`config.mk`:
```
export PLATFORM = sky130hd
export DESIGN_NAME = spsram_ctrl
export DESIGN_NICKNAME = d
export VERILOG_FILES = /design/src/rtl/spsram_ctrl.sv
export SDC_FILE = /design/constraint.sdc
export NUM_CORES = 1
export LEC_CHECK = 0
export ABC_AREA = 1
export CORE_MARGIN = 10
export CORE_UTILIZATION = 48
export DETAILED_ROUTE_END_ITERATION = 6
export DONT_BUFFER_PORTS = 1
export SLEW_MARGIN = 0
export SYNTH_ARGS = -nofsm -noshare
export SYNTH_HDL_FRONTEND = slang
export SYNTH_SLANG_ARGS = --single-unit
```
`constraint.sdc`:
```
create_clock -name i_clk -period 2.8 [get_ports i_clk]
set_input_delay 0.56 -clock i_clk [delete_from_list [all_inputs] [get_ports i_clk]]
set_output_delay 0.56 -clock i_clk [all_outputs]
set_load 0.05 [all_outputs]
```
`src/rtl/spsram_ctrl.sv`:
```
// ---------------------------------------------------------------------------
// spsram_ctrl
// Request-side controller for one single-port SRAM instance. Accepts one
// read or write request at a time over a valid/ready handshake, drives the
// SRAM pins from registers, waits out the SRAM address/data pipeline and
// returns read data over a valid/ready response channel.
//
// Optional feature (macro SPSRAM_CTRL_PARITY_CHK_EN):
//   defined   : mem_parity is captured and checked against the read data
//               (even parity); mismatches raise o_rsp_parity_err.
//   undefined : no parity capture register, mem_parity ignored,
//               o_rsp_parity_err always 0. Data timing is identical.
//
// Ports:
//   i_clk, i_rst_n                 clock (rising edge), async active-low reset
//   i_req_valid/o_req_ready        request handshake
//   i_req_wr, i_req_addr, i_req_wdata  request payload (1 = write)
//   o_rsp_valid/i_rsp_ready        read response handshake
//   o_rsp_rdata, o_rsp_parity_err  response payload
//   o_mem_*                        SRAM pin controls, address and write data
//   i_mem_dout, i_mem_parity       SRAM read data and parity
// ---------------------------------------------------------------------------
module spsram_ctrl #(
  parameter int unsigned MEM_WIDTH   = 16,
  parameter int unsigned ADDR_SIZE   = 10,
  parameter int unsigned WR_HOLD     = 2,
  parameter int unsigned RD_LATENCY  = 4,
  parameter int unsigned PAR_LATENCY = 3
) (
  input  logic                 i_clk,
  input  logic                 i_rst_n,
  // request channel
  input  logic                 i_req_valid,
  output logic                 o_req_ready,
  input  logic                 i_req_wr,
  input  logic [ADDR_SIZE-1:0] i_req_addr,
  input  logic [MEM_WIDTH-1:0] i_req_wdata,
  // response channel
  output logic                 o_rsp_valid,
  input  logic                 i_rsp_ready,
  output logic [MEM_WIDTH-1:0] o_rsp_rdata,
  output logic                 o_rsp_parity_err,
  // SRAM pins
  output logic [MEM_WIDTH-1:0] o_mem_din,
  output logic [ADDR_SIZE-1:0] o_mem_addr,
  output logic                 o_mem_wr_en,
  output logic                 o_mem_rd_en,
  output logic                 o_mem_blk_select,
  output logic                 o_mem_addr_en,
  output logic                 o_mem_dout_en,
  input  logic [MEM_WIDTH-1:0] i_mem_dout,
  input  logic                 i_mem_parity
);

  // Counter must reach max(WR_HOLD, RD_LATENCY) without wrapping.
  localparam int unsigned CNT_MAX = (WR_HOLD > RD_LATENCY) ? WR_HOLD : RD_LATENCY;
  localparam int unsigned CNT_W   = $clog2(CNT_MAX + 2);

  typedef enum logic [1:0] {
    S_IDLE  = 2'd0,
    S_WRITE = 2'd1,
    S_READ  = 2'd2,
    S_RESP  = 2'd3
  } state_t;

  state_t             r_state;
  logic [CNT_W-1:0]   r_cnt;
  logic               w_par_err;
  logic               w_accept;
  logic               w_wr_done;
  logic               w_rd_done;

  assign w_accept  = i_req_valid && o_req_ready;
  assign w_wr_done = (r_cnt == CNT_W'(WR_HOLD - 1));
  assign w_rd_done = (r_cnt == CNT_W'(RD_LATENCY));

`ifdef SPSRAM_CTRL_PARITY_CHK_EN
  logic r_par;
  logic w_par_hit;
  logic w_par_src;

  // Parity edge may coincide with the data edge, so bypass the register then.
  assign w_par_hit = (r_state == S_READ) && (r_cnt == CNT_W'(PAR_LATENCY));
  assign w_par_src = w_par_hit ? i_mem_parity : r_par;
  assign w_par_err = (^i_mem_dout) ^ w_par_src;

  // Parity capture register.
  always_ff @(posedge i_clk or negedge i_rst_n) begin
    if (!i_rst_n) begin
      r_par <= 1'b0;
    end else if (w_par_hit) begin
      r_par <= i_mem_parity;
    end
  end
`else
  logic w_unused_par;

  assign w_par_err    = 1'b0;
  assign w_unused_par = i_mem_parity ^ (PAR_LATENCY > RD_LATENCY);
`endif

  // Controller FSM; every output is a register.
  always_ff @(posedge i_clk or negedge i_rst_n) begin
    if (!i_rst_n) begin
      r_state          <= S_IDLE;
      r_cnt            <= '0;
      o_req_ready      <= 1'b0;
      o_rsp_valid      <= 1'b0;
      o_rsp_rdata      <= '0;
      o_rsp_parity_err <= 1'b0;
      o_mem_din        <= '0;
      o_mem_addr       <= '0;
      o_mem_wr_en      <= 1'b0;
      o_mem_rd_en      <= 1'b0;
      o_mem_blk_select <= 1'b0;
      o_mem_addr_en    <= 1'b0;
      o_mem_dout_en    <= 1'b0;
    end else begin
      case (r_state)
        S_IDLE: begin
          o_req_ready <= 1'b1;
          if (w_accept) begin
            // Launch edge: pins take the request values right away.
            o_req_ready      <= 1'b0;
            o_mem_addr       <= i_req_addr;
            o_mem_blk_select <= 1'b1;
            r_cnt            <= '0;
            if (i_req_wr) begin
              o_mem_din   <= i_req_wdata;
              o_mem_wr_en <= 1'b1;
              r_state     <= S_WRITE;
            end else begin
              o_mem_rd_en   <= 1'b1;
              o_mem_addr_en <= 1'b1;
              o_mem_dout_en <= 1'b1;
              r_state       <= S_READ;
            end
          end
        end

        S_WRITE: begin
          if (w_wr_done) begin
            o_mem_wr_en      <= 1'b0;
            o_mem_blk_select <= 1'b0;
            o_req_ready      <= 1'b1;
            r_cnt            <= '0;
            r_state          <= S_IDLE;
          end else begin
            r_cnt <= r_cnt + CNT_W'(1);
          end
        end

        S_READ: begin
          if (w_rd_done) begin
            o_mem_rd_en      <= 1'b0;
            o_mem_addr_en    <= 1'b0;
            o_mem_dout_en    <= 1'b0;
            o_mem_blk_select <= 1'b0;
            o_rsp_valid      <= 1'b1;
            o_rsp_rdata      <= i_mem_dout;
            o_rsp_parity_err <= w_par_err;
            r_cnt            <= '0;
            r_state          <= S_RESP;
          end else begin
            r_cnt <= r_cnt + CNT_W'(1);
          end
        end

        S_RESP: begin
          // Response payload holds until the consumer takes it.
          if (i_rsp_ready) begin
            o_rsp_valid <= 1'b0;
            o_req_ready <= 1'b1;
            r_state     <= S_IDLE;
          end
        end

        default: begin
          r_state <= S_IDLE;
        end
      endcase
    end
  end

endmodule

```
# ---- After elaboration in Yosys (flattened, before gate mapping)
# Cells that the tools add are included.
dict set report word_totals {
  reg_bits 52
  elab_cells 66
}
dict set report op_classes {
  add_sub_neg 1
  n_eq_ne 11
  mux 27
  n_reduce_logical 17
}
# op count
set op_table {}
lappend op_table {{4-bit AND reduction} 4}
lappend op_table {{1-bit 2-to-1 mux} 12}
lappend op_table {{2-bit != test (second input constant)} 6}
lappend op_table {{2-bit 2-to-1 mux} 5}
lappend op_table {{3-bit 2-to-1 mux} 3}
lappend op_table {{3-bit one-hot mux with 3 select lines} 1}
lappend op_table {{3-bit AND reduction} 3}
lappend op_table {{2-bit one-hot mux with 4 select lines} 1}
lappend op_table {{1-bit one-hot mux with 2 select lines} 3}
lappend op_table {{1-bit one-hot mux with 3 select lines} 2}
lappend op_table {{2-bit AND reduction} 3}
lappend op_table {{2-bit nonzero test} 3}
lappend op_table {{3-bit nonzero test} 2}
lappend op_table {{2-bit equality test (second input constant)} 2}
lappend op_table {{3-bit by 1-bit adder with 3-bit output (second input constant)} 1}
lappend op_table {{3-bit by 1-bit equality test with 1-bit output (second input constant)} 1}
lappend op_table {{3-bit equality test (second input constant)} 1}
lappend op_table {{2-bit by 1-bit equality test with 1-bit output (second input constant)} 1}
lappend op_table {{2-bit logical NOT} 1}
lappend op_table {{1-bit logical AND} 1}

# ---- Logic depth before layout (Yosys ltp)
# Gate-level depths: netlist of run 1.
dict set report logic_depth {
  depth_word 3
  mapped_depth 8
  ltp_nobuf 8
}

# ---- Least setup slack after synthesis of run 1
# OpenSTA, ideal clock, no wires.
dict set report synth_path {
  path_type {register -> output}
  startpoint {register o_mem_dout_en}
  endpoint {output port o_mem_dout_en}
  arrival_time_ns 0.922
  t_required_ns 2.240
  slack_ns 1.318
  stages_incl_launch_ff 2
  path_cell_list {dfrtp_1 -> buf_4}
}
# element line_no
set synth_lines {}
lappend synth_lines {{from (decl)} 50} ;# output logic o_mem_dout_en,
lappend synth_lines {{from (signal assigned)} 117} ;# o_mem_dout_en <= 1'b0;
lappend synth_lines {{from (signal assigned)} 135} ;# o_mem_dout_en <= 1'b1;
lappend synth_lines {{from (signal assigned)} 157} ;# o_mem_dout_en <= 1'b0;
# No word-level cell between the ends.

# ---- Worst setup path in the final report of run 1
dict set report layout_path {
  startpoint {register r_state[0]}
  endpoint {register o_mem_din[3]}
}
dict set report layout_via {
  elab_chain_cells 2
}
# element line_no
set layout_lines {}
lappend layout_lines {{from (decl)} 66} ;# state_t r_state;
lappend layout_lines {{from (signal assigned)} 105} ;# r_state <= S_IDLE;
lappend layout_lines {{from (signal assigned)} 131} ;# r_state <= S_WRITE;
lappend layout_lines {{from (signal assigned)} 136} ;# r_state <= S_READ;
lappend layout_lines {{2-bit logical NOT} 119} ;# case (r_state)
lappend layout_lines {{3-bit AND reduction (no line)} -}
lappend layout_lines {{to (signal assigned)} 129} ;# o_mem_din <= i_req_wdata;
lappend layout_lines {{to (decl)} 44} ;# output logic [MEM_WIDTH-1:0] o_mem_din,
# No other way between the ends.
# A chain may end at the register's enable or synchronous reset.

==> flow_results.org, run 1 <==
** Status
- The run finished with clean final reports.

** Floorplan
- Floorplan die width :: between 80 and 90 um
- Initial core utilization :: about half
- The floorplan step defined a core boundary enclosing 4474 sq um.
- The floorplan step set the die height to slightly below 90 um.
- Overall die area :: slightly below 8000 sq um
- The floorplan has 24 rows.
- 98 I/O pins were placed.

** Yosys
- Number of flops mapped to enable cells by yosys :: 0
- Summed over all instances, the cell type with the most area after synthesis is sky130_fd_sc_hd__dfrtp_1.
- The share of the Yosys chip area taken by registers is between 50% and 60%.
- Share of the synthesized area in the top cell type :: a little under three fifths
- Leading post-synthesis cells by cell area :: sky130_fd_sc_hd__dfrtp_1 (57%), sky130_fd_sc_hd__nand2_1 (26%), sky130_fd_sc_hd__ha_1 (4.4%)
- Most frequent cells after synthesis :: sky130_fd_sc_hd__nand2_1 (159), sky130_fd_sc_hd__dfrtp_1 (52), sky130_fd_sc_hd__inv_1 (10)
- Count leader, synth :: sky130_fd_sc_hd__nand2_1
- Summing every instance area after synthesis gives ~2300 sq um.
- In the synthesized netlist the dominant register cell turns out to be sky130_fd_sc_hd__dfrtp_1.
- Share of flip-flops with an asynchronous set or reset after synthesis :: between 90% and 100%
- In this run the mean area of a mapped cell was approximately 8.5 sq um.
- YS warnings :: 0
- In this run, distinct cell masters in the synthesized netlist total 24.
- After technology mapping, the gate count stands at 267.
- Net count of the mapped netlist :: roughly 320
- Flop and latch count out of synthesis :: 52

** Cells and area
- Of the cells placed in the final design, the portion with a size suffix greater than 1 is under 10%.
- Compared with the post-synthesis result, the final layout area differs by 5.934%.
- The repair_antennas step left the layout with diodes totalling 0.
- Area of all placed cells without fillers :: between 2000 and 2500 sq um
- The filler cells instantiated in the layout total about 420.
- For this run, the post-layout net count is between 300 and 400.

** Worst setup path
- STA classifies the critical path endpoint as a register.
- Of all nets on the critical path, the largest fanout is 18.
- Critical Path Source Type :: register
- Worst setup path category :: register to register
- The worst register-to-register path ends at o_mem_din[3]$_DFFE_PN0P_.
- Data on the critical path is required at its endpoint by roughly 3.0 ns.
- The startpoint identified for the worst register-to-register timing path is r_state[0]$_DFFE_PN0P_.
- FF-to-FF path depth :: 7
- Arrival @ worst endpoint :: roughly 1.9 ns
- For flop-to-flop paths, the worst setup slack is ~1.1 ns.

** Pwr
- Maximum vdd ir drop :: 0.4584 mV
- Clock network power share :: 12.2%
- After layout, the design draws a total of about 0.0034 W.
- Proportion of total power due to net switching :: 56.67%
- Summed over all nets, the switching power comes to between 0.0015 and 0.002 W.
- Of the total power, registers draw a little over three fifths.
- Combinational cells account for 24.9% of the total power.
- P_int :: about 0.0015 W
- Leakage power :: between 1 and 1.5 nW
- Power density of the placed cells :: approximately 1400 nW/um^2

** Timing
- Measured against its own limit, the worst slew margin works out to 66.49%.
- The clock period could shrink to 1.730 ns.
- Post-route fraction of the period consumed by the critical path :: around three fifths
- The final number of max-transition violations came to 0.
- Slew of the pin with the lowest slew margin :: about 0.50 ns
- Setup repair after global routing left no endpoint under its margin.
- TNS Setup :: 0 ns
- Clk_skew :: 0.008554 ns
- The final count of hold timing violations is 0.
- Setup violations remaining at the end of the flow were counted as 0.
- Timing would allow up to between 500 and 600 MHz.
- Setup slack after layout :: 1.070 ns

** Drt
- Total via count in the routed design :: 1600
- Via-to-Cell Ratio :: a little under 5
- In the final routed layout, each cell accounts on average for roughly 16 um.
- The final layout contains routed wiring with a total length of roughly 5000 um.
- Router iterations before antenna repair :: 4
- Once detail routing completed, the nets flagged for antenna violations numbered 0.
- After detailed routing, the number of remaining DRC violations is 0.
- The first routing iteration left 52 violations.

** Global route
- The number of global-route vias before repair is roughly 1600.
- Largest net degree at the start of global routing :: between 50 and 60
- Number of antenna violations at the first check in global routing :: 0
- The total overflow left after global routing is 0.
- In the global route stage, overall resource usage came out at 12.85%.
- The first global-routing pass estimated between 7000 and 8000 um of wire.

** Clocking
- The longest clock path from root to sink contains 2 buffers.
- Root Driver :: sky130_fd_sc_hd__clkbuf_8
- CTS built an H-tree with a depth of 2.
- Clock-pin slew reported for the worst setup and hold paths after clock tree synthesis :: ~0.1 ns
- TritonCTS Buffers :: 5
- Setup fix buffers added after clock tree synthesis :: 0
- Clock tree from TritonCTS :: yes
- For the worst-skew pair, the clock arrives at the later sink with an insertion delay of approximately 0.3 ns.
- For this design, the sink count on the clock tree is 52.

** Placed design
- The congestion estimate from routability-driven global placement came to approximately 0.77.
- Placed Instance Area :: between 2000 and 2500 sq um
- Once detailed placement completed, the half-perimeter wirelength came to between 3000 and 4000 um.
- Number of buffers inserted by port buffering :: 0
- Timing analysis after detailed placement gives a worst setup slack of ~1.1 ns.

** Flow run
- Number of maximum-capacitance constraint violations :: 0

** Worst hold path
- Min-delay worst type :: primary input to async pin
power groups by stage:
stage	clock, W	sequential (W)	combinational (W)
finish	0.000414	0.00213	0.000841
global route	0.000464	0.00217	0.000986
CTS	0.000434	0.00214	0.000856
detailed placement	0	0.00216	0.000834
global placement	0	0.00215	0.000818
floorplan	0	0.00214	0.000659
layer usage:
metal / track usage (%) / wire length (um) / up-vias
met5: 0 / 0 / -
met4: 3.524 / 40 / 0
met3: 7.077 / 735 / 5
met2: 19.95 / 2315 / 70
met1: 15.03 / 1923 / 710
li1: - / - / 815
cell type report:
cell class	count	area (sq um)	share of cell area, %
clock inverters	3	18.77	0.7780
multi-input cells	193	860.8	35.68
well taps	52	65.06	2.697
inverters	14	55.05	2.282
repair buffers	3	42.54	1.763
flip-flops and latches	52	1301	53.94
clock buffers	5	68.82	2.853
worst max path at each step:
stage,from,to,slack [ns],cells after the start
4_1_cts,r_state[0]$_DFFE_PN0P_,o_mem_din[3]$_DFFE_PN0P_,1.04,7
6_report,r_state[0]$_DFFE_PN0P_,o_mem_din[3]$_DFFE_PN0P_,1.07,7
3_3_place_gp,r_state[0]$_DFFE_PN0P_,o_mem_din[12]$_DFFE_PN0P_,1.05,7
5_1_grt,r_state[0]$_DFFE_PN0P_,o_rsp_rdata[4]$_DFFE_PN0P_,0.88,6
3_5_place_dp,r_state[0]$_DFFE_PN0P_,o_mem_din[3]$_DFFE_PN0P_,1.06,7
2_1_floorplan,o_mem_dout_en$_DFFE_PN0P_,o_mem_dout_en,1.32,1
cells in the final DEF, fill, tap and decap left out, drive strengths merged:
cell,netlist,routed
a21oi,1,1
buf,7,3
clkbuf,1,5
clkinv,1,4
conb,1,1
dfrtp,52,52
ha,8,8
inv,13,13
nand2,159,159
nand3,7,7
nand3b,1,1
nand4,1,1
nor2,4,4
nor3,1,1
o21a,1,1
o21ai,9,9
through the flow:
step / hold WS [ns] / util, % / cells
after global routing: 0.1064 / 53.92 / 322
final: 0.1076 / 53.92 / 322
after floorplan: 0.2644 / - / 267
after global placement: 0.2660 / 51.34 / 313
after detailed placement: 0.2660 / 51.34 / 313
after CTS: 0.1066 / 53.92 / 322
sequential cells by signal, indices dropped and copies added, names as in the netlist:
name / flops
o_mem_dout_en: 1
o_mem_wr_en: 1
o_req_ready: 1
o_mem_blk_select: 1
o_rsp_valid: 1
o_mem_din: 16
o_mem_addr: 10
r_state: 2
o_rsp_rdata: 16
r_cnt: 3
worst max-delay path, stage by stage (launching register included):
cell and delay (ns):
sky130_fd_sc_hd__dfrtp_1 0.43, sky130_fd_sc_hd__inv_1 0.12, sky130_fd_sc_hd__ha_1 0.28, sky130_fd_sc_hd__nand3_4 0.22
sky130_fd_sc_hd__nor2_8 0.29, sky130_fd_sc_hd__inv_4 0.13, sky130_fd_sc_hd__nand2_1 0.09, sky130_fd_sc_hd__nand2_1 0.06
timing repair:
item | CTS | global route
resized for setup | 0 | 0
hold buffers | 1 | 0
endpoints found under the hold margin | 52 | 0
cells by family after synthesis:
logic type | Yosys count | share of synthesized area, %
compound gates | 11 | 2.527
fa+ha+maj | 8 | 4.396
buf+inv | 22 | 5.055
flops | 52 | 57.14
other cells | 1 | 0.1647
simple gates | 173 | 30.71
(Power assumes the default switching activity.)
==> run 2: changes to the inputs <==
--- a/config.mk
+++ b/config.mk
@@ -10,6 +10,7 @@
 export CORE_UTILIZATION = 48
 export DETAILED_ROUTE_END_ITERATION = 6
 export DONT_BUFFER_PORTS = 1
+export PLACE_DENSITY = 0.65
 export SLEW_MARGIN = 0
 export SYNTH_ARGS = -nofsm -noshare
 export SYNTH_HDL_FRONTEND = slang
==> constraint.sdc (replaced) <==
create_clock -name i_clk -period 1.5 [get_ports i_clk]
set_input_delay 0.3 -clock i_clk [delete_from_list [all_inputs] [get_ports i_clk]]
set_output_delay 0.3 -clock i_clk [all_outputs]
set_load 0.05 [all_outputs]
==> flow_results.org, run 2 (synthesized netlist as in run 1, its figures left out) <==
** Global route
- The wire length of the first global-routing pass came to 8135 um (+2.3%).
- The global-route congestion overflow total came to 0 (unchanged).
- The global-route usage over all layers is 12.99% (+0.14 points).
- The number of global-route vias before repair is 1652 (+6.4%).
- The initial antenna violation count is 0 (unchanged).
- Largest net degree at the start of global routing :: 53 (unchanged)

** Worst hold path
- Min-delay worst type :: primary input to async pin

** Worst setup path
- The path depth of the worst reg2reg path came to 7 (unchanged).
- Critical Path Source Type :: register
- Endpoint of the worst-slack reg-to-reg timing path :: r_state[0]$_DFFE_PN0P_
- Kind of end point of the critical path :: register
- The worst path arrival time is 1.61 ns (-0.31 ns).
- Register-to-register setup slack :: 0.08 ns (-0.99 ns)
- Largest delay contributor family on the critical path :: simple AND/OR/NAND/NOR gates
- The slowest stage of the critical path is the sky130_fd_sc_hd__dfrtp_1 cell.
- Largest fanout of any net on the critical path :: 5 (-13)
- The startpoint identified for the worst register-to-register timing path is r_state[0]$_DFFE_PN0P_.
- Most numerous cell on the critical path :: sky130_fd_sc_hd__nand2_1
- Crit path required time :: 1.69 ns (-1.30 ns)
- Worst path bufs/invs :: 2 (unchanged)
- The largest stage delay on the critical path came to 0.35 ns (-0.08 ns).
- Cells along the critical path :: inv_1, buf_4, ha_1, nand2_1, nand2_1, o21ai_0, nand2_1
- By startpoint and endpoint, the worst setup path is classified as register to register.

** Placed design
- DP Cell Count :: 320 (+2.2%)
- Number of buffers inserted by port buffering :: 0 (unchanged)
- The placed wire-length estimate after detailed placement came to 4016 um (+5.2%).
- Setup Slack @ Placement :: 0.06909 ns (-0.9948 ns)
- Routability-driven placement congestion ratio :: 0.7975 (+4.2%)

** Flow run
- The max capacitance violation total came to 0 (unchanged).

** Cells and area
- The final non-filler cell total is 328 (+1.9%).
- Compared with the post-synthesis result, the final layout area differs by 8.846%.
- ANT cells :: 0 (unchanged)
- The utilization after layout came to 55.40% (+1.5 points).
- The fraction of layout instances using a drive strength above 1 was 9.058% (+2.8 points).
- Most common cell after layout, fill and taps aside :: sky130_fd_sc_hd__nand2_1
- In the final layout, the registers with the most flip-flops are o_mem_din x16, o_rsp_rdata x16, o_mem_addr x10.
- Post-layout nets :: 331 (+1.8%)
- In the layout the commonest cells are sky130_fd_sc_hd__nand2_1 (158), sky130_fd_sc_hd__dfrtp_1 (52), sky130_fd_sc_hd__inv_1 (10).

** Drt
- Drt first-iter violations :: 73 (+40%)
- The total routed wirelength came to 5240 um (+4.5%).
- The detail-routed net length per standard cell is 15.98 um (+2.6%).
- The number of detailed-routing iterations run before antenna repair came to 4 (unchanged).
- Total via count in the routed design :: 1647 (+2.9%)
- Count of nets left with antenna violations after detail routing :: 0 (unchanged)
- The DRC violation count after routing is 0 (unchanged).
- Via-to-Cell Ratio :: 5.021 (+1.1%)

** Clocking
- The clock insertion delay at the later pin of the skew report is 0.30 ns (about the same).
- The number of buffers added by the clock tree synthesis step was 5 (unchanged).
- Number of clock sinks :: 52 (unchanged)
- Clock tree from TritonCTS :: yes
- The number of buffers inserted to repair setup after CTS is 0 (unchanged).
- The clock transition time at the flip-flop clock pins of the worst setup and hold paths came to 0.09 ns (about the same).
- The total number of H-tree levels is 2 (unchanged).
- Clock buffer depth :: 2 (unchanged)
- Root Driver :: sky130_fd_sc_hd__clkbuf_8

** Floorplan
- The placeable core area is 4474 sq um (unchanged).
- Initial core utilization :: 50.89% (unchanged)
- Overall die area :: 7899 sq um (unchanged)
- Count of pins on the block boundary :: 98 (unchanged)
- The count of standard-cell rows is 24 (unchanged).
- Die Span Y :: 88.88 um (unchanged)
- The horizontal die dimension was 88.88 um (unchanged).

** Timing
- The transition time at the pin with the least slew margin is 0.5090 ns (+0.006370 ns).
- Setup violators final :: 0 (unchanged)
- Setup repair after global routing missed its margin :: true
- Setup slack after layout :: 0.08144 ns (-0.9882 ns)
- Worst slew margin :: 66.07% (-0.42 points)
- The achievable frequency came to 704.9 MHz (+22%).
- The setup clock skew after layout came to 0.004497 ns (-0.004056 ns).
- The final number of max-transition violations was 0 (unchanged).
- The final count of hold timing violations was 52 (+52).
- The post-route worst hold slack is -0.3158 ns (-0.4233 ns).
- The minimum clock period after layout came to 1.419 ns (-0.3118 ns).
- The final period utilization came to 94.57% (+33 points).

** Pwr
- The peak supply drop came to 0.8748 mV (+91%).
- The power consumption is 0.006530 W (+93%).
- Leakage power :: 1.306 nW (+2.3%)
- The power density over cell area came to 2634 nW/um^2 (+88%).

** Status
- The checks that failed: negative hold slack.
- Outcome :: complete, but fails checks
-- run 2: changes by cell type in the layout (fill, tap and decap cells not counted), sizes merged --
cell,previous run,this run
buf,3,9
clkbuf,5,6
clkinv,4,2
inv,13,14
-- run 2: timing repair --
item                       CTS  global route
hold endpoints to repair    52            52
setup endpoints to repair    0            27
gates resized for setup      0             3
-- run 2: metrics by stage --
step / cell area, sq um / setup TNS [ns]
2_1_floorplan: 2277 / 0
3_3_place_gp: 2375 / 0
3_5_place_dp: 2375 / 0
4_1_cts: 2471 / 0
5_1_grt: 2479 / -0.07685
6_report: 2479 / 0
-- run 2: power breakdown --
| part | switching (W) | internal [W] | leakage (nW) | total [W] |
|---|---|---|---|---|
| logic | 0.00110 | 0.000613 | 0.658 | 0.00172 |
| clock network | 0.000454 | 0.000378 | 0.0516 | 0.000832 |
| registers | 0.00207 | 0.00191 | 0.597 | 0.00398 |
| total | 0.00363 | 0.00290 | 1.31 | 0.00653 |
-- run 2: how the worst max path moves through the flow --
stage / from / end / slack (ns) / cells past startpoint
floorplan: o_req_ready$_DFFE_PN0P_ / o_mem_din[0]$_DFFE_PN0P_ / 0.04 / 6
global placement: r_state[1]$_DFFE_PN0P_ / o_mem_blk_select$_DFFE_PN0P_ / 0.08 / 7
finish: r_state[0]$_DFFE_PN0P_ / r_state[0]$_DFFE_PN0P_ / 0.08 / 7
detailed placement: r_state[1]$_DFFE_PN0P_ / o_mem_blk_select$_DFFE_PN0P_ / 0.07 / 7
global route: r_state[0]$_DFFE_PN0P_ / r_state[1]$_DFFE_PN0P_ / -0.03 / 7
CTS: r_state[1]$_DFFE_PN0P_ / o_mem_blk_select$_DFFE_PN0P_ / 0.04 / 7
-- run 2: final cells by class --
type / instances / area (sq um)
Sequential cell: 52 / 1301
Multi-Input combinational cell: 193 / 865.8
Clock buffer: 6 / 82.58
Clock inverter: 2 / 13.76
Tap cell: 52 / 65.06
Fill cell: 415 / 1996
Inverter: 14 / 57.56
Timing Repair Buffer: 9 / 92.59
-- run 2: routing by layer --
metal | track usage [%] | wire length, um | vias to the layer above
met5 | 0 | 0 | -
met2 | 19.81 | 2403 | 75
met3 | 5.974 | 670 | 2
li1 | - | - | 826
met1 | 16.26 | 2144 | 744
met4 | 3.377 | 22 | 0
==> run 3: changes to the inputs <==
--- a/config.mk
+++ b/config.mk
@@ -7,10 +7,9 @@
 export LEC_CHECK = 0
 export ABC_AREA = 1
 export CORE_MARGIN = 10
-export CORE_UTILIZATION = 48
+export CORE_UTILIZATION = 36
 export DETAILED_ROUTE_END_ITERATION = 6
 export DONT_BUFFER_PORTS = 1
-export PLACE_DENSITY = 0.65
 export SLEW_MARGIN = 0
 export SYNTH_ARGS = -nofsm -noshare
 export SYNTH_HDL_FRONTEND = slang
==> constraint.sdc (replaced) <==
create_clock -name i_clk -period 1.34 [get_ports i_clk]
set_input_delay 0.268 -clock i_clk [delete_from_list [all_inputs] [get_ports i_clk]]
set_output_delay 0.268 -clock i_clk [all_outputs]
set_load 0.05 [all_outputs]
==> flow_results.org, run 3 (synthesized netlist as in run 1, its figures left out) <==
** Timing
- Slew of the pin with the lowest slew margin :: 0.5453 ns (+0.03629 ns)
- The achievable frequency is 764.2 MHz (+8.4%).
- Worst slew margin :: 63.65% (-2.4 points)
- Final Critical Period :: 1.309 ns (-0.1100 ns)
- Setup repair after global routing missed its margin :: true
- Number of hold violations in the final report :: 52 (unchanged)
- Worst hold slack :: -0.3420 ns (-0.02624 ns)
- The setup clock skew after layout is 0.006848 ns (+0.002351 ns).
- The final number of max-transition violations came to 0 (unchanged).
- The final critical-path setup slack is 0.03147 ns (-0.04996 ns).
- The final period utilization came to 97.65% (+3.1 points).
- Setup violators final :: 0 (unchanged)

** Placed design
- Number of buffers inserted by port buffering :: 0 (unchanged)
- Placed Instance Area :: 2447 sq um (+3.1%)
- Routability-driven placement congestion ratio :: 0.7752 (-2.8%)
- The placed wire-length estimate after detailed placement came to 4120 um (+2.6%).
- The worst slack after detailed placement came to -0.07057 ns (-0.1397 ns).

** Pwr
- The internal power of the cells was 0.003428 W (+18%).
- Flop pwr share :: 59.2% (-1.8 points)
- Proportion of total power due to net switching :: 54.82% (-0.73 points)
- The total leakage power was 1.336 nW (+2.3%).
- The power consumption came to 0.007588 W (+16%).
- The part of the total power dissipated in the clock network came to 11.9% (-0.8 points).
- Net switching power figure :: 0.004159 W (+15%)
- The power density over cell area is 2897 nW/um^2 (+10%).
- The peak supply drop was 1.143 mV (+31%).
- The combinational power share was 28.9% (+2.6 points).

** Global route
- The global-route congestion overflow total is 0 (unchanged).
- Largest net degree at the start of global routing :: 53 (unchanged)
- Global-route wire length before repair :: 9045 um (+11%)
- The number of global-route vias before repair was 1843 (+12%).
- Overall fraction of global-route tracks in use :: 11.01% (-2.0 points)
- The initial antenna violation count was 0 (unchanged).

** Cells and area
- Share of post-route cells with drive strength above 1 :: 17.73% (+8.7 points)
- Area of all placed cells without fillers :: 2619 sq um (+5.7%)
- Area overhead of the layout relative to synthesis :: 15.00%
- The largest registers in the layout are o_mem_din x16, o_rsp_rdata x16, o_mem_addr x10.
- Highest-count cells in the layout ignoring fill and taps :: sky130_fd_sc_hd__nand2_1 (152), sky130_fd_sc_hd__dfrtp_1 (51), sky130_fd_sc_hd__buf_4 (13)
- The number of diodes added for antenna fixing was 0 (unchanged).
- Post-layout nets :: 337 (+1.8%)
- Number of filler cells placed in the layout :: 591 (+42%)
- Most common cell after layout, fill and taps aside :: sky130_fd_sc_hd__nand2_1

** Floorplan
- Initial core utilization :: 37.79% (-13 points)
- Count of pins on the block boundary :: 98 (unchanged)
- Floorplan die width :: 99.54 um (+12%)
- Overall die area :: 9907 sq um (+25%)
- Placeable Area :: 6026 sq um (+35%)
- Die Span Y :: 99.54 um (+12%)
- The count of standard-cell rows was 28 (+17%).

** Worst setup path
- Largest fanout of any net on the critical path :: 17 (+12)
- The total number of cells along the worst setup path came to 7 (unchanged).
- In this design, the critical path's most frequently occurring cell is sky130_fd_sc_hd__nand2_1.
- Kind of end point of the critical path :: register
- The largest stage delay on the critical path came to 0.43 ns (+0.08 ns).
- Worst setup path category :: register to register
- In this design, the largest share of critical-path delay is due to flip-flops.
- Critical path's slowest cell :: sky130_fd_sc_hd__dfrtp_1
- FF-to-FF path depth :: 7 (unchanged)
- The required time of the critical path came to 1.58 ns (-0.11 ns).
- Arrival @ worst endpoint :: 1.54 ns (-0.07 ns)
- Cells along the critical path :: inv_2, ha_4, nand3_4, nor2_8, buf_12, nand2_1, nand2_1
- The worst setup path is launched from a register.
- Worst path bufs/invs :: 2 (unchanged)

** Drt
- Wire per inst :: 15.20 um (-4.8%)
- The number of detailed-routing iterations run before antenna repair came to 4 (unchanged).
- The count of routing violations after the opening detailed-route iteration came to 107 (+47%).
- The number of vias per cell came to 4.784 (-4.7%).
- Number of remaining DRC errors :: 0 (unchanged)
- Count of nets left with antenna violations after detail routing :: 0 (unchanged)
- The total number of vias came to 1708 (+3.7%).
- Final wirelength :: 5427 um (+3.6%)

** Clocking
- The maximum root-to-sink buffer count is 2 (unchanged).
- TritonCTS Buffers :: 5 (unchanged)
- Number of clock sinks :: 52 (unchanged)
- Root Driver :: sky130_fd_sc_hd__clkbuf_8
- The clock transition time at the flip-flop clock pins of the worst setup and hold paths came to 0.09 ns (about the same).
- Clock tree from TritonCTS :: yes
- The total number of H-tree levels is 2 (unchanged).
- Worst-skew pair later-pin latency :: 0.30 ns (about the same)

** Flow run
- The max capacitance violation total came to 0 (unchanged).

** Status
- Outcome :: complete, but fails checks
- Violated checks :: negative hold slack

** Worst hold path
- The path class of the tightest hold or removal check is primary input to async pin.
run 3: cell count changes in the layout (fill, tap and decap cells not counted), moves of 2 or more:
cell,before,now
sky130_fd_sc_hd__buf_4,7,13
sky130_fd_sc_hd__ha_1,7,4
sky130_fd_sc_hd__ha_4,0,2
sky130_fd_sc_hd__inv_1,10,5
sky130_fd_sc_hd__inv_2,1,6
sky130_fd_sc_hd__nand2_1,158,152
sky130_fd_sc_hd__nand2_2,1,6
sky130_fd_sc_hd__o21ai_0,6,3
sky130_fd_sc_hd__o21ai_2,0,2
run 3: layer usage:
layer	GRT usage, %	vias to the layer above	routed length (um)
met1	12.71	783	2172
met3	6.574	2	798
met5	0	-	0
met4	1.985	0	14
met2	17.33	86	2441
li1	-	837	-
run 3: area by class of cell:
type / instances / area [sq um] / share of cell area (%)
clock buffer: 6 / 82.58 / 3.153
inverter: 14 / 61.31 / 2.341
clock inverter: 2 / 10.01 / 0.3822
tap: 75 / 93.84 / 3.583
timing repair buffer: 15 / 137.6 / 5.256
sequential: 52 / 1303 / 49.74
multi-input combinational: 193 / 930.9 / 35.55
run 3: power by group through the flow:
stage | clock [W] | sequential, W | combinational, W
after global placement | 0 | 0.00454 | 0.00194
after detailed placement | 0 | 0.00454 | 0.00199
after global routing | 0.00102 | 0.00459 | 0.00254
after CTS | 0.000949 | 0.00451 | 0.00206
final | 0.000901 | 0.00450 | 0.00219
after floorplan | 0 | 0.00448 | 0.00143
run 3: what timing repair did:
item / in CTS / in global routing
pin swaps: 0 / 4
buffers inserted: 1 / 1
setup endpoints to repair: 19 / 46
endpoints found under the hold margin: 52 / 52
gates resized for setup: 7 / 17
run 3: path summary, 6_finish.rpt:
| check | startpoint | endpoint | slack [ns] |
|---|---|---|---|
| max reg2reg | r_state[1]$_DFFE_PN0P_ | o_mem_din[1]$_DFFE_PN0P_ | 0.03 |
| min reg2reg | o_mem_dout_en$_DFFE_PN0P_ | o_mem_dout_en$_DFFE_PN0P_ | 0.56 |
| min | i_rst_n | o_mem_din[5]$_DFFE_PN0P_ | -0.34 |
| max | r_state[1]$_DFFE_PN0P_ | o_mem_din[1]$_DFFE_PN0P_ | 0.03 |
| max in group asynchronous | i_rst_n | o_rsp_rdata[7]$_DFFE_PN0P_ | 1.58 |
| min in group i_clk | i_mem_dout[8] | o_rsp_rdata[8]$_DFFE_PN0P_ | 0.07 |
run 3: per-stage QoR:
stage | utilization (%) | std cells | setup TNS, ns | hold slack (ns)
2_1_floorplan | - | 267 | -0.1711 | -0.02759
3_3_place_gp | 40.61 | 347 | -0.4143 | -0.02600
3_5_place_dp | 40.61 | 347 | -0.7258 | -0.02595
4_1_cts | 42.65 | 356 | 0 | -0.3612
5_1_grt | 43.46 | 357 | -1.990 | -0.3751
6_report | 43.46 | 357 | 0 | -0.3420
